## config.mk

```make
export PLATFORM = sky130hd
export DESIGN_NAME = lcd_bus_monitor_flat
export DESIGN_NICKNAME = d
export VERILOG_FILES = /design/src/rtl/lcd_pkg.sv /design/src/rtl/lcd_bus_if.sv /design/src/rtl/lcd_strobe_sync.sv /design/src/rtl/lcd_bus_monitor.sv /design/src/flat_wrapper.sv
export SDC_FILE = /design/constraint.sdc
export NUM_CORES = 1
export LEC_CHECK = 0
export ABC_CLOCK_PERIOD_IN_PS = 3000
export CAP_MARGIN = 20
export CORE_AREA = 2 2 171 173
export CTS_CLUSTER_SIZE = 16
export DETAILED_ROUTE_END_ITERATION = 12
export DIE_AREA = 0 0 173 175
export GPL_TIMING_DRIVEN = 0
export PLACE_DENSITY = 0.74
export SETUP_SLACK_MARGIN = 0.5
export SYNTH_ARGS = -nofsm -noshare
export SYNTH_HDL_FRONTEND = slang
export SYNTH_SLANG_ARGS = --single-unit
```

## constraint.sdc

```tcl
create_clock -name clk -period 3 [get_ports clk]
set_clock_uncertainty 0.2 [all_clocks]
set_input_delay 0.3 -clock clk [delete_from_list [all_inputs] [get_ports clk]]
set_output_delay 0.3 -clock clk [all_outputs]
set_load 0.05 [all_outputs]
```

## src/rtl/lcd_pkg.sv

```systemverilog
`default_nettype none
// ============================================================================
// Module  : lcd_pkg
// Brief   : Shared constants, state encoding and address stepping for the
//           character-LCD bus monitor.
// Revision: 1.0 - initial release
// ============================================================================
package lcd_pkg;

  typedef enum logic [1:0] {
    ST_INIT = 2'd0,
    ST_HIGH = 2'd1,
    ST_LOW  = 2'd2
  } lcd_state_e;

  localparam logic [7:0] c_space = 8'h20;

  // Opcodes are matched in this order: the highest set bit wins.
  localparam logic [7:0] c_cmd_set_dd_mask = 8'h80;
  localparam logic [7:0] c_cmd_set_dd      = 8'h80;
  localparam logic [7:0] c_cmd_set_cg_mask = 8'hC0;
  localparam logic [7:0] c_cmd_set_cg      = 8'h40;
  localparam logic [7:0] c_cmd_nop_min     = 8'h08;
  localparam logic [7:0] c_cmd_entry_mask  = 8'hFC;
  localparam logic [7:0] c_cmd_entry       = 8'h04;
  localparam logic [7:0] c_cmd_home_mask   = 8'hFE;
  localparam logic [7:0] c_cmd_home        = 8'h02;
  localparam logic [7:0] c_cmd_clear       = 8'h01;

  localparam logic [6:0] c_row0_base = 7'h00;
  localparam logic [6:0] c_row1_base = 7'h40;
  localparam logic [6:0] c_row0_last = 7'h27;
  localparam logic [6:0] c_row1_last = 7'h67;

  function automatic logic [6:0] step_addr(input logic [6:0] addr, input logic inc);
    logic [6:0] nxt;
    if (inc) begin
      if (addr == c_row0_last)      nxt = c_row1_base;
      else if (addr == c_row1_last) nxt = c_row0_base;
      else                          nxt = addr + 7'd1;
    end else begin
      if (addr == c_row0_base)      nxt = c_row1_last;
      else if (addr == c_row1_base) nxt = c_row0_last;
      else                          nxt = addr - 7'd1;
    end
    return nxt;
  endfunction

endpackage
`default_nettype wire

```

## src/rtl/lcd_bus_if.sv

```systemverilog
`default_nettype none
// ============================================================================
// Module  : lcd_bus_if
// Brief   : 4-bit character-LCD write bus as driven by the display driver.
// Revision: 1.0 - initial release
// ============================================================================
interface lcd_bus_if;
  logic       lcd_sf_e;
  logic       lcd_e;
  logic       lcd_rs;
  logic       lcd_rw;
  logic [3:0] lcd_d;

  modport master (output lcd_sf_e, lcd_e, lcd_rs, lcd_rw, lcd_d);
  modport slave  (input  lcd_sf_e, lcd_e, lcd_rs, lcd_rw, lcd_d);
endinterface
`default_nettype wire

```

## src/rtl/lcd_strobe_sync.sv

```systemverilog
`default_nettype none
// ============================================================================
// Module  : lcd_strobe_sync
// Brief   : Synchronises the LCD bus and flags falling edges of e, with the
//           other fields taken from the same pipeline stage as e.
// Revision: 1.0 - initial release
// ============================================================================
module lcd_strobe_sync #(
  parameter int SYNC_STAGES = 2
) (
  input  wire logic       clk,
  input  wire logic       rst_n,
  lcd_bus_if.slave        bus,
  output logic            strobe,
  output logic            s_sf_e,
  output logic            s_rw,
  output logic            s_rs,
  output logic [3:0]      s_d
);

  // Each stage carries {sf_e, rw, rs, d[3:0], e} so all fields stay aligned.
  logic [SYNC_STAGES-1:0][7:0] r_pipe;
  logic                        r_e_last;
  logic [7:0]                  w_in;
  logic [7:0]                  w_out;

  assign w_in  = {bus.lcd_sf_e, bus.lcd_rw, bus.lcd_rs, bus.lcd_d, bus.lcd_e};
  assign w_out = r_pipe[SYNC_STAGES-1];

  always_ff @(posedge clk or negedge rst_n) begin
    if (!rst_n) begin
      r_pipe   <= '0;
      r_e_last <= 1'b0;
    end else begin
      r_pipe   <= {r_pipe[SYNC_STAGES-2:0], w_in};
      r_e_last <= w_out[0];
    end
  end

  assign strobe = r_e_last & ~w_out[0];
  assign {s_sf_e, s_rw, s_rs, s_d} = w_out[7:1];

endmodule
`default_nettype wire

```

## src/rtl/lcd_bus_monitor.sv

```systemverilog
`default_nettype none
// ============================================================================
// Module  : lcd_bus_monitor
// Brief   : Passive 4-bit LCD bus receiver: byte reassembly, command decode,
//           DDRAM address tracking and a 2-row shadow character buffer.
// Revision: 1.0 - initial release
// ============================================================================
module lcd_bus_monitor
  import lcd_pkg::*;
#(
  parameter int SYNC_STAGES    = 2,
  parameter int TIMEOUT_CYCLES = 50000,
  parameter int ROW_LEN        = 16
) (
  input  wire logic       clk,
  input  wire logic       rst_n,
  lcd_bus_if.slave        bus,
  output logic            byte_valid,
  output logic [7:0]      byte_data,
  output logic            byte_rs,
  output logic [6:0]      cur_addr,
  input  wire logic [4:0] rd_idx,
  output logic [7:0]      rd_char,
  output logic            nibble_err
);

  localparam int               c_tw        = $clog2(TIMEOUT_CYCLES + 1);
  localparam logic [c_tw-1:0]  c_timer_max = c_tw'(TIMEOUT_CYCLES - 1);
  localparam logic [6:0]       c_row_len   = 7'(ROW_LEN);

  lcd_state_e       r_state, w_state_nx;
  logic [3:0]       r_hi;
  logic             r_rs_hi;
  logic [c_tw-1:0]  r_timer;
  logic             r_inc;
  logic             r_cg;
  logic [7:0]       r_buf [2*ROW_LEN];

  logic             w_strobe, w_sf_e, w_rw, w_rs, w_acc;
  logic [3:0]       w_d;
  logic             w_done, w_err;
  logic [7:0]       w_byte;
  logic             w_vis0, w_vis1;
  logic [4:0]       w_idx;

  lcd_strobe_sync #(.SYNC_STAGES(SYNC_STAGES)) u_sync (
    .clk    (clk),
    .rst_n  (rst_n),
    .bus    (bus),
    .strobe (w_strobe),
    .s_sf_e (w_sf_e),
    .s_rw   (w_rw),
    .s_rs   (w_rs),
    .s_d    (w_d)
  );

  assign w_acc  = w_strobe & w_sf_e & ~w_rw;
  assign w_byte = {r_hi, w_d};

  always_ff @(posedge clk or negedge rst_n) begin
    if (!rst_n) r_state <= ST_INIT;
    else        r_state <= w_state_nx;
  end

  always_comb begin
    w_state_nx = r_state;
    w_done     = 1'b0;
    w_err      = 1'b0;
    case (r_state)
      ST_INIT: if (w_acc) begin
        if (w_d == 4'h2)      w_state_nx = ST_HIGH;
        else if (w_d != 4'h3) w_err      = 1'b1;
      end
      ST_HIGH: if (w_acc) w_state_nx = ST_LOW;
      ST_LOW: begin
        if (w_acc) begin
          w_state_nx = ST_HIGH;
          if (w_rs == r_rs_hi) w_done = 1'b1;
          else                 w_err  = 1'b1;
        end else if (r_timer == c_timer_max) begin
          w_state_nx = ST_HIGH;
          w_err      = 1'b1;
        end
      end
      default: w_state_nx = ST_INIT;
    endcase
  end

  // Timer only runs while waiting for the low nibble.
  always_ff @(posedge clk or negedge rst_n) begin
    if (!rst_n) begin
      r_hi    <= 4'h0;
      r_rs_hi <= 1'b0;
      r_timer <= '0;
    end else if (r_state == ST_HIGH && w_acc) begin
      r_hi    <= w_d;
      r_rs_hi <= w_rs;
      r_timer <= '0;
    end else if (r_state == ST_LOW && !w_acc && r_timer != c_timer_max) begin
      r_timer <= r_timer + 1'b1;
    end
  end

  assign w_vis0 = (cur_addr < c_row_len);
  assign w_vis1 = (cur_addr >= c_row1_base) && (cur_addr < c_row1_base + c_row_len);
  assign w_idx  = w_vis0 ? cur_addr[4:0] : 5'(c_row_len) + 5'(cur_addr - c_row1_base);

  always_ff @(posedge clk or negedge rst_n) begin
    if (!rst_n) begin
      byte_valid <= 1'b0;
      byte_data  <= 8'h00;
      byte_rs    <= 1'b0;
      nibble_err <= 1'b0;
      rd_char    <= 8'h00;
      cur_addr   <= c_row0_base;
      r_inc      <= 1'b1;
      r_cg       <= 1'b0;
      for (int i = 0; i < 2*ROW_LEN; i++) r_buf[i] <= c_space;
    end else begin
      byte_valid <= w_done;
      nibble_err <= w_err;
      rd_char    <= r_buf[rd_idx];
      if (w_done) begin
        byte_data <= w_byte;
        byte_rs   <= r_rs_hi;
        if (!r_rs_hi) begin
          if ((w_byte & c_cmd_set_dd_mask) == c_cmd_set_dd) begin
            cur_addr <= w_byte[6:0];
            r_cg     <= 1'b0;
          end else if ((w_byte & c_cmd_set_cg_mask) == c_cmd_set_cg) begin
            r_cg <= 1'b1;
          end else if (w_byte >= c_cmd_nop_min) begin
            r_cg <= r_cg;
          end else if ((w_byte & c_cmd_entry_mask) == c_cmd_entry) begin
            r_inc <= w_byte[1];
          end else if ((w_byte & c_cmd_home_mask) == c_cmd_home) begin
            cur_addr <= c_row0_base;
            r_cg     <= 1'b0;
          end else if (w_byte == c_cmd_clear) begin
            cur_addr <= c_row0_base;
            r_inc    <= 1'b1;
            r_cg     <= 1'b0;
            for (int i = 0; i < 2*ROW_LEN; i++) r_buf[i] <= c_space;
          end
        end else if (!r_cg) begin
          // Off-screen addresses still advance the counter.
          if (w_vis0 || w_vis1) r_buf[w_idx] <= w_byte;
          cur_addr <= step_addr(cur_addr, r_inc);
        end
      end
    end
  end

endmodule
`default_nettype wire
```

## src/flat_wrapper.sv

```systemverilog
// flat-port wrapper written by rule: the top's interface ports become plain ports
module lcd_bus_monitor_flat import lcd_pkg::*;
#(
  parameter int SYNC_STAGES    = 2,
  parameter int TIMEOUT_CYCLES = 50000,
  parameter int ROW_LEN        = 16
)
  (clk, rst_n, byte_valid, byte_data, byte_rs, cur_addr, rd_idx, rd_char, nibble_err, bus_lcd_sf_e, bus_lcd_e, bus_lcd_rs, bus_lcd_rw, bus_lcd_d);
  lcd_bus_if bus_i ();
  input  wire logic clk;
  input  wire logic rst_n;
  output logic byte_valid;
  output logic [7:0] byte_data;
  output logic byte_rs;
  output logic [6:0] cur_addr;
  input  wire logic [4:0] rd_idx;
  output logic [7:0] rd_char;
  output logic nibble_err;
  input wire logic [$bits(bus_i.lcd_sf_e)-1:0] bus_lcd_sf_e;
  input wire logic [$bits(bus_i.lcd_e)-1:0] bus_lcd_e;
  input wire logic [$bits(bus_i.lcd_rs)-1:0] bus_lcd_rs;
  input wire logic [$bits(bus_i.lcd_rw)-1:0] bus_lcd_rw;
  input wire logic [$bits(bus_i.lcd_d)-1:0] bus_lcd_d;
  assign bus_i.lcd_sf_e = bus_lcd_sf_e;
  assign bus_i.lcd_e = bus_lcd_e;
  assign bus_i.lcd_rs = bus_lcd_rs;
  assign bus_i.lcd_rw = bus_lcd_rw;
  assign bus_i.lcd_d = bus_lcd_d;
  lcd_bus_monitor #(.SYNC_STAGES(SYNC_STAGES), .TIMEOUT_CYCLES(TIMEOUT_CYCLES), .ROW_LEN(ROW_LEN)) u_core (.clk(clk), .rst_n(rst_n), .bus(bus_i), .byte_valid(byte_valid), .byte_data(byte_data), .byte_rs(byte_rs), .cur_addr(cur_addr), .rd_idx(rd_idx), .rd_char(rd_char), .nibble_err(nibble_err));
endmodule
```

---- After elaboration in Yosys (flattened, before gate mapping) ----
Cells that the tools add are included.
storage, ports and cells
  register bits ........................... 324
  bits of input ports ..................... 15
  output and inout port bits .............. 26
  word-level logic and storage cells ...... 176
operators by class
  add/subtract/negate cells ............... 5
  magnitude comparators ................... 7
  equal/unequal tests ..................... 31
  muxes and demuxes ....................... 56
  bitwise operators ....................... 11
  reduce and logical (&&, ||, !) cells .... 19
operators by type and width
  operator                                                                             number
  256-bit 2-to-1 mux                                                                   9
  256-bit bitwise mux                                                                  1
  7-bit 2-to-1 mux                                                                     13
  8-bit binary-select mux with 5-bit select                                            1
  8-bit demux with 5-bit select                                                        1
  16-bit 2-to-1 mux                                                                    2
  8-bit 2-to-1 mux                                                                     3
  1-bit 2-to-1 mux                                                                     18
  3-bit by 1-bit != test with 1-bit output, second input constant                      6
  16-bit by 1-bit adder with 16-bit output, second input constant                      1
  16-bit equality test, second input constant                                          1
  16-bit != test, second input constant                                                1
  2-bit by 1-bit != test with 1-bit output, second input constant                      8
  7-bit equality test, second input constant                                           2
  6-bit greater-or-equal comparator, second input constant                             2
  5-bit inverter with 6-bit output                                                     2
  2-bit 2-to-1 mux                                                                     5
  9-bit AND reduction                                                                  1
  8-bit by 1-bit equality test with 1-bit output, second input constant                1
  8-bit by 4-bit greater-or-equal comparator with 1-bit output, second input constant  1
  4-bit nonzero test                                                                   2
  7-bit by 1-bit adder with 7-bit output, second input constant                        1
  7-bit by 1-bit equality test with 1-bit output, second input constant                1
  7-bit by 6-bit equality test with 1-bit output, second input constant                1
  29 further kinds                                                                     45

---- Depth between registers and ports, before layout ----
Gate-level depths: netlist (run 1).
  depth in word-level cells ............... 12
  depth in mapped cells ................... 9
  mapped depth without buffers ............ 7

---- Cells and area by module ----
From an unflattened synthesis (run 1), not the netlist that was laid out.
second synthesis, totals
  cell total of the unflattened synthesis .. 1,337
  area total of the unflattened synthesis .. 15,600.0 µm²
modules (own cells, without submodules)
  module           instances  cells each  area each (µm²)  seq. area each (µm²)
  lcd_bus_monitor  1          1,315       15,130.8         7,723.7
  lcd_strobe_sync  1          22          469.2            425.4

---- Worst setup path before layout (run 1) ----
No wires, ideal clock.
  path type ............................... register to register
  start point ............................. reg u_core.cur_addr[0]
  end point ............................... reg u_core.r_buf[200] in the netlist's numbering
  library setup time ...................... 121 ps
  data arrival time ....................... 2,251 ps
  required time ........................... 2,679 ps
  setup slack ............................. 428 ps
  stages on the path, launching flop included .. 8
  path buffers ............................ 1
  period minus slack after synthesis ...... 2,572 ps
  cells stage by stage .................... dfrtp_1 > inv_1 > ha_1 > clkbuf_1 > nand3_1 > o21ai_0 > nand2_1 > a22o_1
on the way
  longest elaborated chain between the ends .. 12
  elaborated cells on any way between the ends .. 20
  classes of those cells .................. add/sub: 2; order compare: 5; eq/ne: 1; mux: 7; bitwise: 1; reduce/logical: 4
RTL lines
  item                                                                                                                                     line                    source
  start, declared                                                                                                                          lcd_bus_monitor.sv:21   output logic [6:0] cur_addr,
  start signal, assigned                                                                                                                   lcd_bus_monitor.sv:115  cur_addr <= c_row0_base;
  start signal, assigned                                                                                                                   lcd_bus_monitor.sv:128  cur_addr <= w_byte[6:0];
  start signal, assigned                                                                                                                   lcd_bus_monitor.sv:137  cur_addr <= c_row0_base;
  5-bit by 1-bit subtractor with 5-bit output                                                                                              lcd_bus_monitor.sv:106  assign w_idx = w_vis0 ? cur_addr[4:0] : 5'(c_row_len) + 5'(cur_addr - c_row1_base);
  5-bit adder                                                                                                                              lcd_bus_monitor.sv:106
  5-bit 2-to-1 mux                                                                                                                         lcd_bus_monitor.sv:106
  5-bit inverter with 6-bit output (not written as such)                                                                                   lcd_bus_monitor.sv:147  if (w_vis0 || w_vis1) r_buf[w_idx] <= w_byte;
  6-bit greater-or-equal comparator (not written as such) / 6-bit by 1-bit less-than comparator with 1-bit output (equally long branches)  lcd_bus_monitor.sv:147
  1-bit logical AND (not written as such)                                                                                                  lcd_bus_monitor.sv:147
  8-bit 2-to-1 mux (not written as such)                                                                                                   lcd_bus_monitor.sv:147
  8-bit demux with 5-bit select                                                                                                            lcd_bus_monitor.sv:147
  256-bit bitwise mux                                                                                                                      lcd_bus_monitor.sv:147
  256-bit 2-to-1 mux                                                                                                                       lcd_bus_monitor.sv:147
  256-bit 2-to-1 mux                                                                                                                       lcd_bus_monitor.sv:145  end else if (!r_cg) begin
  256-bit 2-to-1 mux                                                                                                                       lcd_bus_monitor.sv:126  if (!r_rs_hi) begin
  end signal, assigned by index                                                                                                            lcd_bus_monitor.sv:147
  end, declared                                                                                                                            lcd_bus_monitor.sv:37   logic [7:0] r_buf [2*ROW_LEN];
Parallel ways exist; a longest one is shown, timed or not. The select of a mux whose other input is x is not followed.
A chain may end at the register's enable or synchronous reset.

---- Final worst setup path (run 1) ----
  start point ............................. reg u_core.u_sync.r_pipe (netlist bit u_core.u_sync.w_out[4])
  end point ............................... reg u_core.r_buf[253] in the netlist's numbering
on the way
  longest elaborated chain between the ends .. 3
  elaborated cells on any way between the ends .. 9
  classes of those cells .................. order compare: 1; eq/ne: 6; reduce/logical: 2
RTL lines
  item                                                                                             line                    source
  start, declared                                                                                  lcd_strobe_sync.sv:22   logic [SYNC_STAGES-1:0][7:0] r_pipe;
  start signal, assigned                                                                           lcd_strobe_sync.sv:35   r_pipe <= {r_pipe[SYNC_STAGES-2:0], w_in};
  8-bit by 4-bit greater-or-equal comparator with 1-bit output, or another cell as far along       lcd_bus_monitor.sv:132  end else if (w_byte >= c_cmd_nop_min) begin
  2-bit by 1-bit != test with 1-bit output (no line) / 2-bit nonzero test (equally long branches)  --
  9-bit AND reduction (no line) *                                                                  --
Mark *: on every way between the ends. The rest lies on a longest branch, timed or not.

==> impl_table.tex, run 1 <==
\begin{tabular}{lr}
\hline
Metric & Value \\
\hline
\multicolumn{2}{l}{\textbf{Timing}} \\
Max Clock Freq & 381 MHz \\
Min setup slack post-route & 374 ps \\
Measured slew at the worst slew-check pin & 1140 ps \\
Count of pins over their slew limit & 0 \\
Worst hold slack & 16.7 ps \\
Relative max-transition margin & 23.7\% \\
Count of final hold-check violations & 0 \\
Minimum clock period after layout & 2630 ps \\
Setup repair after global routing missed its margin & true \\
Final clock period utilization by the worst path & 87.5\% \\
Final-report setup violation count & 0 \\
\multicolumn{2}{l}{\textbf{Logic synthesis}} \\
Share of the yosys chip area belonging to registers & 52.8\% \\
Fraction of synthesized cell area in xor and xnor cells & 0.965\% \\
Share of synthesized area spent on multiplexers & 11.5\% \\
Post-synthesis compound-gate area fraction & 19.8\% \\
Fraction of the mapped netlist area in adder cells & 0.487\% \\
Number of enable flip-flop cells after synthesis & 0 \\
Post-synth net total & 1,252 \\
Most common flop cell mapped by yosys & sky130\_fd\_sc\_hd\_\_dfrtp\_1 \\
Warning count from the yosys run & 0 \\
Number of library cell types mapped by synthesis & 70 \\
Simple-Gate Fraction of Synth Area & 10.9\% \\
Ys async rst share & 100\% \\
Syn Inst Count & 1,231 \\
Number of synthesized register bits & 324 \\
Cell area after synthesis & 0.0154 sq mm \\
Post-Synthesis Mean Instance Area & 12.5 sq um \\
Dominant combinational cell family by area after synthesis & compound AO/OA/AOI/OAI gates \\
\multicolumn{2}{l}{\textbf{Detailed routing}} \\
Post-detailed-routing wire length & 48.8 mm \\
Avg WL per Cell & 28.0 microns \\
Post-route DRC violation count & 0 \\
Remaining number of nets flagged by the antenna check after routing & 0 \\
First drt pass iteration count & 5 \\
Iteration-0 DRC count of the detailed router & 1,390 \\
Number of vias per cell after detailed routing & 6.90 \\
Vias & 12,041 \\
\multicolumn{2}{l}{\textbf{Power and ir drop}} \\
Power density of the placed cells & 536 mW/mm\^{}2 \\
Maximum VDD drop & 0.000625 V \\
Leakage power & 8.59 nW \\
\multicolumn{2}{l}{\textbf{Placement}} \\
Cell count after placement & 1,655 \\
Worst setup timing slack at the placement stage & -132 ps \\
Number of I/O port buffers & 37 \\
Final weighted congestion in routability-driven placement & 0.979 \\
Standard cell area after detailed placement & 0.0164 sq mm \\
Total half-perimeter wirelength after legalization and detailed placement & 31.0 mm \\
\multicolumn{2}{l}{\textbf{Clock tree}} \\
TritonCTS Buffers & 36 \\
TritonCTS clock tree & built \\
Clock input transition at the sequential cells of the worst setup and hold paths & 60 ps \\
Maximum buffer depth of the clock tree & 3 \\
TritonCTS sink count & 324 \\
Clock latency at the later pin of the worst-skew pair & 520 ps \\
Clock root buffer & sky130\_fd\_sc\_hd\_\_clkbuf\_16 \\
H-tree levels & 2 \\
\multicolumn{2}{l}{\textbf{Layout}} \\
Share of post-route cells with drive strength above 1 & 25.9\% \\
Post-layout net count & 1,358 \\
Number of inserted filler cells in the final layout & 2,130 \\
Final cell count without fillers & 1,745 \\
Commonest cells after routing, fill and taps aside & sky130\_fd\_sc\_hd\_\_dfrtp\_1, sky130\_fd\_sc\_hd\_\_a22o\_1, sky130\_fd\_sc\_hd\_\_nand2\_1, sky130\_fd\_sc\_hd\_\_mux4\_2, sky130\_fd\_sc\_hd\_\_nor2\_1 \\
Layout overhead on the synthesized area & 19.3\% \\
Cell area after layout & 0.0184 sq mm \\
Commonest non-fill, non-tap cell in the layout & sky130\_fd\_sc\_hd\_\_dfrtp\_1 \\
\multicolumn{2}{l}{\textbf{Status}} \\
Status & completed \\
\multicolumn{2}{l}{\textbf{Critical path}} \\
CP Cell Sequence & clkbuf\_4, nor4\_4, buf\_4, nand3\_1, a211oi\_4, a21boi\_0, o22a\_1 \\
Nature of the critical path startpoint & flip-flop \\
Slowest cell on the critical path & sky130\_fd\_sc\_hd\_\_a211oi\_4 \\
Buffers \& Inverters on Critical Path & 2 \\
Critical path's top delay family & compound AO/OA/AOI/OAI gates \\
Worst path max stage delay & 490 ps \\
Reg2reg setup slack & 370 ps \\
Worst setup path category & reg2reg \\
CP Data Required Time & 3260 ps \\
Top fanout value on the critical path & 10 \\
Arrival time reported for the critical path endpoint & 2890 ps \\
Kind of end point of the critical path & flip-flop \\
\multicolumn{2}{l}{\textbf{Floorplanning}} \\
Die Outline Area & 0.0303 sq mm \\
Site row count & 62 \\
Area of the core & 0.0284 sq mm \\
Starting density of the core & 54.3\% \\
Die outline height & 175 microns \\
Top-level I/O count & 41 \\
Die Span X & 173 microns \\
\multicolumn{2}{l}{\textbf{GRT}} \\
Wire length of the first global-routing pass & 73.8 mm \\
Grt ovf & 0 \\
Pin count of the biggest net entering global routing & 126 \\
Total track usage & 32.0\% \\
Initial antenna violation count & 1 \\
Vias in the first global route & 12,011 \\
\multicolumn{2}{l}{\textbf{Worst hold path}} \\
HP Class & in2reg \\
\multicolumn{2}{l}{\textbf{Run}} \\
Count of max-cap constraint violations & 0 \\
\hline
\end{tabular}
==> routing by layer <==
layer,routed length [microns],global-route usage (%),vias to the layer above
met4,2610,15.9,2
li1,-,-,4932
met5,10,0,-
met1,18700,44.8,6100
met3,5440,7.14,167
met2,22000,47.8,840
==> final timing paths <==
check                                                          to                         startpoint  depth (start not counted)
worst max-delay path                u_core.r_buf[253]$_DFFE_PN1P_   u_core.u_sync.w_out[4]$_DFF_PN0_                          7
worst min-delay path            u_core.u_sync.r_pipe[4]$_DFF_PN0_                       bus_lcd_d[3]                          1
worst max register to register      u_core.r_buf[253]$_DFFE_PN1P_   u_core.u_sync.w_out[4]$_DFF_PN0_                          7
worst min register to register   u_core.u_sync.w_out[3]$_DFF_PN0_  u_core.u_sync.r_pipe[3]$_DFF_PN0_                          0
max in group asynchronous                u_core.r_inc$_DFFE_PN1P_                              rst_n                          5
min in group asynchronous            u_core.r_buf[72]$_DFFE_PN0P_                              rst_n                          3
==> area by class of cell <==
| class | instances | area, sq um | area share [%] |
|---|---|---|---|
| flip-flops and latches | 324 | 8150 | 44.3 |
| clock buffers | 49 | 1040 | 5.65 |
| diodes | 1 | 2.50 | 0.0136 |
| well taps | 384 | 480 | 2.61 |
| repair buffers | 68 | 825 | 4.48 |
| clock inverters | 12 | 190 | 1.03 |
| inverters | 29 | 110 | 0.598 |
| plain buffers | 95 | 542 | 2.94 |
| multi-input cells | 783 | 7080 | 38.4 |
==> timing repair <==
item / 4_1_cts / 5_1_grt
setup buffers: 4 / 18
hold buffers: 1 / 0
pin swaps: 4 / 27
endpoints found under the setup margin: 259 / 262
resized for setup: 55 / 96
cloned: 0 / 3
hold endpoints to repair: 118 / 0
==> stage by stage <==
stage | utilization (%) | TNS (ps) | power, mW
floorplan | - | 0 | 4.90
global placement | 57.4 | -3840460 | 5.23
detailed placement | 57.7 | -4710 | 5.25
CTS | 62.8 | 0 | 9.83
global route | 64.9 | 0 | 10.1
finish | 64.9 | 0 | 9.87
==> registers in the layout, summed over array words and instances, names as in the netlist, 2 cells and up <==
name                  flops
u_core.byte_data          8
u_core.cur_addr           7
u_core.r_buf            256
u_core.r_hi               4
u_core.r_state            2
u_core.r_timer           16
u_core.rd_char            8
u_core.u_sync.r_pipe      8
u_core.u_sync.w_out       8
==> kinds of logic (layout without fill, tap and decap cells) <==
logic type,count (synthesis),count (layout)
buffers and inverters,124,253
adder cells (fa/ha/maj),6,6
AND/OR/NAND/NOR,269,269
other,0,1
XOR/XNOR,17,17
AO/OA/AOI/OAI,396,396
multiplexers,95,95
flip-flops,324,324
==> cells in the mapped netlist, types with 8 or more instances <==
cell	n	share of area, %
sky130_fd_sc_hd__a22o_1	224	13
sky130_fd_sc_hd__mux2_2	14	1.0
sky130_fd_sc_hd__buf_1	9	0.22
sky130_fd_sc_hd__o22ai_1	11	0.45
sky130_fd_sc_hd__nor3_4	27	2.8
sky130_fd_sc_hd__buf_6	8	0.58
sky130_fd_sc_hd__o21ai_0	53	1.7
sky130_fd_sc_hd__clkbuf_1	58	1.4
sky130_fd_sc_hd__dfstp_2	33	5.6
sky130_fd_sc_hd__nor2_1	46	1.1
sky130_fd_sc_hd__nand4_1	10	0.41
sky130_fd_sc_hd__buf_2	20	0.65
sky130_fd_sc_hd__a221o_1	8	0.52
sky130_fd_sc_hd__nand2_1	83	2.0
sky130_fd_sc_hd__mux2i_1	17	1.1
sky130_fd_sc_hd__xor2_1	14	0.79
sky130_fd_sc_hd__dfrtp_1	291	47
sky130_fd_sc_hd__inv_1	28	0.68
sky130_fd_sc_hd__a21oi_1	36	1.2
sky130_fd_sc_hd__nand3_1	26	0.84
sky130_fd_sc_hd__mux4_2	64	9.3
sky130_fd_sc_hd__nand2_2	20	0.81
sky130_fd_sc_hd__a22oi_1	15	0.73
==> report_power, final <==
group / internal, mW / switching [mW] / total [mW]
clock network: 2.85 / 1.77 / 4.62
registers: 4.42 / 0.0388 / 4.46
logic: 0.203 / 0.587 / 0.791
(Power assumes the default switching activity.)
==> run 2, diff against run 1 <==
--- a/config.mk
+++ b/config.mk
@@ -7,10 +7,10 @@
 export LEC_CHECK = 0
 export ABC_CLOCK_PERIOD_IN_PS = 3000
 export CAP_MARGIN = 20
-export CORE_AREA = 2 2 171 173
+export CORE_AREA = 2 2 220 135
 export CTS_CLUSTER_SIZE = 16
 export DETAILED_ROUTE_END_ITERATION = 12
-export DIE_AREA = 0 0 173 175
+export DIE_AREA = 0 0 222 137
 export GPL_TIMING_DRIVEN = 0
 export PLACE_DENSITY = 0.74
 export SETUP_SLACK_MARGIN = 0.5
==> run 2 against run 1 <==
  * Final cell count is 1.0% lower
  * First-iteration DRC count is 8.3% higher
  * Critical path depth is 4 lower
  * Sequential power hardly changed
  * Critical path type unchanged
  * Critical endpoint is now u_core.r_buf[217]$_DFFE_PN0P_
==> impl_table.tex, run 2 (same netlist as run 1, synthesis figures left out) <==
\begin{tabular}{lr}
\hline
Metric & Value \\
\hline
\multicolumn{2}{l}{\textbf{GRT}} \\
Grt ovf & 0 (unchanged) \\
Wire length of the first global-routing pass & 73.7 mm (was 73.8 mm) \\
Vias in the first global route & 11,653 (was 12,011) \\
Total track usage & 32.8\% (was 32.0\%) \\
Initial antenna violation count & 0 (was 1) \\
Pin count of the biggest net entering global routing & 118 (was 126) \\
\multicolumn{2}{l}{\textbf{Clock tree}} \\
Maximum buffer depth of the clock tree & 3 (unchanged) \\
H-tree levels & 1 (was 2) \\
TritonCTS Buffers & 29 (was 36) \\
TritonCTS clock tree & built (unchanged) \\
Clock root buffer & sky130\_fd\_sc\_hd\_\_clkbuf\_16 (unchanged) \\
Clock input transition at the sequential cells of the worst setup and hold paths & 70 ps (was 60 ps) \\
Clock latency at the later pin of the worst-skew pair & 580 ps (was 520 ps) \\
TritonCTS sink count & 324 (unchanged) \\
\multicolumn{2}{l}{\textbf{Timing}} \\
Max Clock Freq & 397 MHz (was 381 MHz) \\
Setup repair after global routing missed its margin & true (unchanged) \\
Relative max-transition margin & 26.8\% (was 23.7\%) \\
Minimum clock period after layout & 2520 ps (was 2630 ps) \\
Measured slew at the worst slew-check pin & 1100 ps (was 1140 ps) \\
Final clock period utilization by the worst path & 83.9\% (was 87.5\%) \\
Min setup slack post-route & 483 ps (was 374 ps) \\
Count of final hold-check violations & 0 (unchanged) \\
Count of pins over their slew limit & 0 (unchanged) \\
Final-report setup violation count & 0 (unchanged) \\
\multicolumn{2}{l}{\textbf{Critical path}} \\
Worst path max stage delay & 820 ps (was 490 ps) \\
Arrival time reported for the critical path endpoint & 2830 ps (was 2890 ps) \\
Crit path top cell by count & sky130\_fd\_sc\_hd\_\_clkbuf\_1 \\
FF-to-FF Start & u\_core.u\_sync.w\_out[2]\$\_DFF\_PN0\_ (was u\_core.u\_sync.w\_out[4]\$\_DFF\_PN0\_) \\
Kind of end point of the critical path & flip-flop (unchanged) \\
Top fanout value on the critical path & 10 (unchanged) \\
Reg2reg setup slack & 480 ps (was 370 ps) \\
Crit Reg-Reg Endpoint & u\_core.r\_buf[217]\$\_DFFE\_PN0P\_ (was u\_core.r\_buf[253]\$\_DFFE\_PN1P\_) \\
Nature of the critical path startpoint & flip-flop (unchanged) \\
Slowest cell on the critical path & sky130\_fd\_sc\_hd\_\_clkbuf\_1 (was sky130\_fd\_sc\_hd\_\_a211oi\_4) \\
CP Cell Sequence & clkbuf\_1, clkbuf\_1, a22o\_1 (was clkbuf\_4, nor4\_4, buf\_4, nand3\_1, a211oi\_4, a21boi\_0, o22a\_1) \\
CP Data Required Time & 3310 ps (was 3260 ps) \\
Worst setup path category & reg2reg (unchanged) \\
R2R cell count & 3 (was 7) \\
\multicolumn{2}{l}{\textbf{Layout}} \\
Registers with the most flip-flops & u\_core.r\_buf (256), u\_core.r\_timer (16) (unchanged) \\
Number of inserted filler cells in the final layout & 2,131 (was 2,130) \\
Flip-flop count of the largest register, all copies and words added & 256 (unchanged) \\
Share of post-route cells with drive strength above 1 & 24.2\% (was 25.9\%) \\
Post-layout net count & 1,351 (was 1,358) \\
Largest register by flop count & u\_core.r\_buf (unchanged) \\
Final cell count without fillers & 1,727 (was 1,745) \\
Commonest non-fill, non-tap cell in the layout & sky130\_fd\_sc\_hd\_\_dfrtp\_1 (unchanged) \\
Diode count & 0 (was 1) \\
Commonest cells after routing, fill and taps aside & sky130\_fd\_sc\_hd\_\_dfrtp\_1, sky130\_fd\_sc\_hd\_\_a22o\_1, sky130\_fd\_sc\_hd\_\_nand2\_1, sky130\_fd\_sc\_hd\_\_mux4\_2, sky130\_fd\_sc\_hd\_\_clkbuf\_1 (was sky130\_fd\_sc\_hd\_\_dfrtp\_1, sky130\_fd\_sc\_hd\_\_a22o\_1, sky130\_fd\_sc\_hd\_\_nand2\_1, sky130\_fd\_sc\_hd\_\_mux4\_2, sky130\_fd\_sc\_hd\_\_nor2\_1) \\
Layout overhead on the synthesized area & 17.7\% (was 19.3\%) \\
Multi-input gate area in the final layout & 0.00706 sq mm (was 0.00708 sq mm) \\
Register cell area after layout & 0.00815 sq mm (about the same) \\
\multicolumn{2}{l}{\textbf{Detailed routing}} \\
Remaining number of nets flagged by the antenna check after routing & 0 (unchanged) \\
Number of vias per cell after detailed routing & 6.93 (was 6.90) \\
Vias & 11,970 (was 12,041) \\
Avg WL per Cell & 28.3 microns (was 28.0 microns) \\
Iteration-0 DRC count of the detailed router & 1,505 (was 1,390) \\
Post-route DRC violation count & 0 (unchanged) \\
Post-detailed-routing wire length & 48.9 mm (was 48.8 mm) \\
First drt pass iteration count & 7 (was 5) \\
\multicolumn{2}{l}{\textbf{Floorplanning}} \\
Site row count & 48 (was 62) \\
Die Outline Area & 0.0304 sq mm (was 0.0303 sq mm) \\
Die outline height & 137 microns (was 175 microns) \\
Top-level I/O count & 41 (unchanged) \\
Starting density of the core & 54.3\% (about the same) \\
Area of the core & 0.0284 sq mm (about the same) \\
Die Span X & 222 microns (was 173 microns) \\
\multicolumn{2}{l}{\textbf{Placement}} \\
Number of I/O port buffers & 37 (unchanged) \\
Cell count after placement & 1,645 (was 1,655) \\
Worst setup timing slack at the placement stage & -137 ps (was -132 ps) \\
Final weighted congestion in routability-driven placement & 1.02 (was 0.979) \\
Total half-perimeter wirelength after legalization and detailed placement & 33.4 mm (was 31.0 mm) \\
\multicolumn{2}{l}{\textbf{Status}} \\
Status & completed (unchanged) \\
\multicolumn{2}{l}{\textbf{Worst hold path}} \\
HP Class & in2async (was in2reg) \\
\multicolumn{2}{l}{\textbf{Power and ir drop}} \\
Maximum VDD drop & 0.000478 V (was 0.000625 V) \\
Leakage power & 8.39 nW (was 8.59 nW) \\
Power density of the placed cells & 512 mW/mm\^{}2 (was 536 mW/mm\^{}2) \\
\multicolumn{2}{l}{\textbf{Run}} \\
Count of max-cap constraint violations & 0 (unchanged) \\
\hline
\end{tabular}
run 2: layout make-up:
cell class,instances,share of cell area [%]
buffer,95,3.05
clock buffer,40,4.50
clock inverter,13,1.08
inverter,29,0.607
multi-input combinational,783,38.9
sequential,324,44.9
tap,375,2.58
timing repair buffer,68,4.38
run 2: how the worst max path moves through the flow:
| stage | start | end | slack (ps) | cells past startpoint |
|---|---|---|---|---|
| after floorplan | u_core.cur_addr[1]$_DFFE_PN0P_ | u_core.r_buf[80]$_DFFE_PN0P_ | 490 | 7 |
| after global placement | rst_n | u_core.r_buf[43]$_DFFE_PN0P_ | -12210 | 1 |
| after detailed placement | u_core.u_sync.w_out[4]$_DFF_PN0_ | u_core.r_buf[157]$_DFFE_PN1P_ | -140 | 8 |
| after CTS | u_core.cur_addr[0]$_DFFE_PN0P_ | u_core.r_buf[204]$_DFFE_PN0P_ | 420 | 7 |
| after global routing | u_core.r_rs_hi$_DFFE_PN0P_ | u_core.r_buf[212]$_DFFE_PN0P_ | 430 | 7 |
| final | u_core.u_sync.w_out[2]$_DFF_PN0_ | u_core.r_buf[217]$_DFFE_PN0P_ | 480 | 3 |
run 2: worst max-delay path: cells and delay by family (launching register included):
kind,cells,cell delay (ps)
flip-flops,1,500
AO/OA/AOI/OAI,1,280
buffers and inverters,2,1460
run 2: layer usage:
layer | routed length (microns) | global-route usage, %
met5 | 0 | 0
met4 | 1410 | 9.20
met3 | 7200 | 14.2
met2 | 19700 | 44.8
met1 | 20700 | 47.6
run 2: timing repair:
item                                    in CTS  in global routing
cloned                                       0                  3
endpoints found under the setup margin     257                265
pin swaps                                    4                 18
endpoints found under the hold margin      106                  0
resized for setup                           64                 79
buffers inserted                             4                 12
hold buffers                                 9                  0
run 2: per-stage QoR:
| step | hold slack, ps | TNS [ps] | utilization (%) | area [sq um] | power, mW |
|---|---|---|---|---|---|
| after global routing | 156 | 0 | 63.9 | 18200 | 9.52 |
| after floorplan | -196 | 0 | - | 15400 | 4.90 |
| after detailed placement | 135 | -1400 | 57.5 | 16300 | 5.25 |
| after global placement | 132 | -3803450 | 57.3 | 16300 | 5.23 |
| final | 137 | 0 | 63.9 | 18200 | 9.30 |
| after CTS | 150 | 0 | 62.3 | 17700 | 9.25 |
run 2: where the power goes:
| group | switching, mW | total, mW | internal (mW) |
|---|---|---|---|
| Clock | 1.72 | 4.05 | 2.33 |
| Sequential | 0.0388 | 4.45 | 4.42 |
| Combinational | 0.593 | 0.794 | 0.200 |
| Total | 2.35 | 9.30 | 6.95 |
==> RTL change: new RTL, settings of run 2 <==
`SYNC_STAGES` is set to 2 in 3 places; all go to 4.
--- a/src/rtl/lcd_strobe_sync.sv
+++ b/src/rtl/lcd_strobe_sync.sv
@@ -6,7 +6,7 @@
 // Revision: 1.0 - initial release
 // ============================================================================
 module lcd_strobe_sync #(
-  parameter int SYNC_STAGES = 2
+  parameter int SYNC_STAGES = 4
 ) (
   input  wire logic       clk,
   input  wire logic       rst_n,
--- a/src/rtl/lcd_bus_monitor.sv
+++ b/src/rtl/lcd_bus_monitor.sv
@@ -8,7 +8,7 @@
 module lcd_bus_monitor
   import lcd_pkg::*;
 #(
-  parameter int SYNC_STAGES    = 2,
+  parameter int SYNC_STAGES    = 4,
   parameter int TIMEOUT_CYCLES = 50000,
   parameter int ROW_LEN        = 16
 ) (
--- a/src/flat_wrapper.sv
+++ b/src/flat_wrapper.sv
@@ -1,7 +1,7 @@
 // flat-port wrapper written by rule: the top's interface ports become plain ports
 module lcd_bus_monitor_flat import lcd_pkg::*;
 #(
-  parameter int SYNC_STAGES    = 2,
+  parameter int SYNC_STAGES    = 4,
   parameter int TIMEOUT_CYCLES = 50000,
   parameter int ROW_LEN        = 16
 )
Function: not settled (the Yosys comparison gave no result); the edit may change what the design does.
==> RTL change against run 2 <==
Via count is 0.74% lower; fmax is 6.1% lower; die area stayed put; area after synthesis is 0.19% higher; cell count is 4.1% higher; worst setup slack worse by 0.16 ns; sequential cell count is 16 higher; power is 0.36% higher; routed wire length is 1.8% lower; cell area is 6.6% higher; hold slack worse by 0.046 ns; highest routed layer unchanged.
==> RTL change: results (changes against run 2) <==
Route
  • Vias/cell: 6.61 (-4.7%)
  • 1st-iter DRT viols: 1596 (+6.0%)
  • Pre-Repair DR Iteration Count: 8 (+1)
  • Wl on met1: 20000 µm (-3.4%)
  • Met2 Wirelength: 19700 µm (+0.29%)
  • Avg WL per Cell: 26.7 µm (-5.7%)
  • Post-Route WL: 48100 µm (-1.8%)
  • Detail Route met3 WL: 7100 µm (-1.3%)

Setup path
  • Worst Reg2Reg Path Length in Cells: 7 (+4)
  • Reg2reg start: u_core.r_hi[3]$_DFFE_PN0P_
  • Critical Path End: u_core.r_buf[59]$_DFFE_PN0P_
  • Crit path max fanout: 7 (-3)
  • Worst setup startpoint: u_core.r_hi[3]$_DFFE_PN0P_
  • Crit path max-delay family: simple AND/OR/NAND/NOR gates
  • CP arrival: 2.92 ns (+0.09 ns)
  • CP peak stage delay: 0.56 ns (-0.26 ns)
  • R2R setup slack: 0.32 ns (-0.16 ns)
  • CP max-delay cell: or4_4

GRT
  • First-pass GRT wire length: 71000 µm (-3.6%)
  • Total GRT Usage: 31.4% (-1.5 points)
  • Vias in the first global route: 11.5k (-1.7%)
  • GR Util met1: 45.1% (-2.5 points)
  • Largest net degree at the start of global routing: 124 (+5.1%)
  • Met3 Usage GRT: 15.5% (+1.2 points)

Status
  • Status: complete, no violations

Timing
  • Slew @ Worst Pin: 0.992 ns (-0.106 ns)
  • Fin crit period: 2.68 ns (+0.163 ns)
  • Worst Hold Margin: 0.0908 ns (-0.0461 ns)

Placement
  • Cell Count Post-Placement: 1695 (+3.0%)
  • Final HPWL DP: 31600 µm (-5.6%)
  • Placed Instance Area: 16400 µm² (+0.38%)
  • Setup WS pre-CTS: -0.191 ns (-0.0544 ns)
  • Port bufs: 35 (-5.4%)
  • GPL Wtd Cong: 0.990 (-2.8%)

Clock tree
  • Reg clk slew, reported paths: 0.07 ns (about the same)
  • Cts bufs inserted: 31 (+6.9%)

Yosys
  • Post-synthesis xor/xnor area fraction: 1.08% (+0.11 points)
  • Synth Area in Compound Gates: 16.0% (-3.8 points)
  • Register area share after synthesis: 55.3% (+2.5 points)
  • Synth Area in Adders: 0.486% (-0.00095 points)
  • Distinct cells, synth: 61 (-13%)
  • Synthesized area per cell: 12.1 µm² (-3.7%)
  • Post-synthesis mux area share: 14.3% (+2.8 points)
  • Post-Syn Nets: 1302 (+4.0%)
  • Most common library cells after synthesis: dfrtp_1, inv_1, o22ai_1, nand2_1, o2bb2ai_1

Final layout
  • Share of layout cells above drive strength 1: 32.9% (+8.7 points)
  • Fillcell total: 1925 (-9.7%)
  • Biggest regs: u_core.r_buf (256), u_core.u_sync.r_pipe (24), u_core.r_timer (16)
  • Layout Nets: 1419 (+5.0%)

Pwr
  • Leakage: 7.98 nW (-5.0%)
  • Worst vdd ir: 0.000454 V (-5.1%)
  • Int Power: 0.00707 W (+1.7%)
  • Power Density: 482 nW/µm² (-5.8%)
  • Comb power: 0.000627 W (-21%)
==> RTL change: cell types whose count changed after synthesis, moves of 20 or more <==
cell       delta
inv_1       +119
nand2_2      -20
nor3_4       -27
o21ai_0      -41
o22ai_1     +131
o2bb2ai_1    +84
a22o_1      -224
==> RTL change: cell type report <==
type | instances | area, µm² | share of cell area [%]
antenna | 1 | 2.50 | 0.0129
clock inverter | 10 | 96.3 | 0.498
buffer | 83 | 554 | 2.87
tap | 375 | 469 | 2.43
inverter | 148 | 556 | 2.87
multi-input combinational | 710 | 7190 | 37.2
clock buffer | 47 | 926 | 4.79
timing repair buffer | 84 | 995 | 5.14
sequential | 340 | 8560 | 44.2
==> RTL change: timing repair <==
action / in CTS / in global routing
setup endpoints to repair: 266 / 313
hold endpoints to repair: 92 / 0
hold buffers: 9 / 0
cloned: 3 / 3
pin swaps: 132 / 28
buffers inserted: 16 / 13
resized for setup: 172 / 180
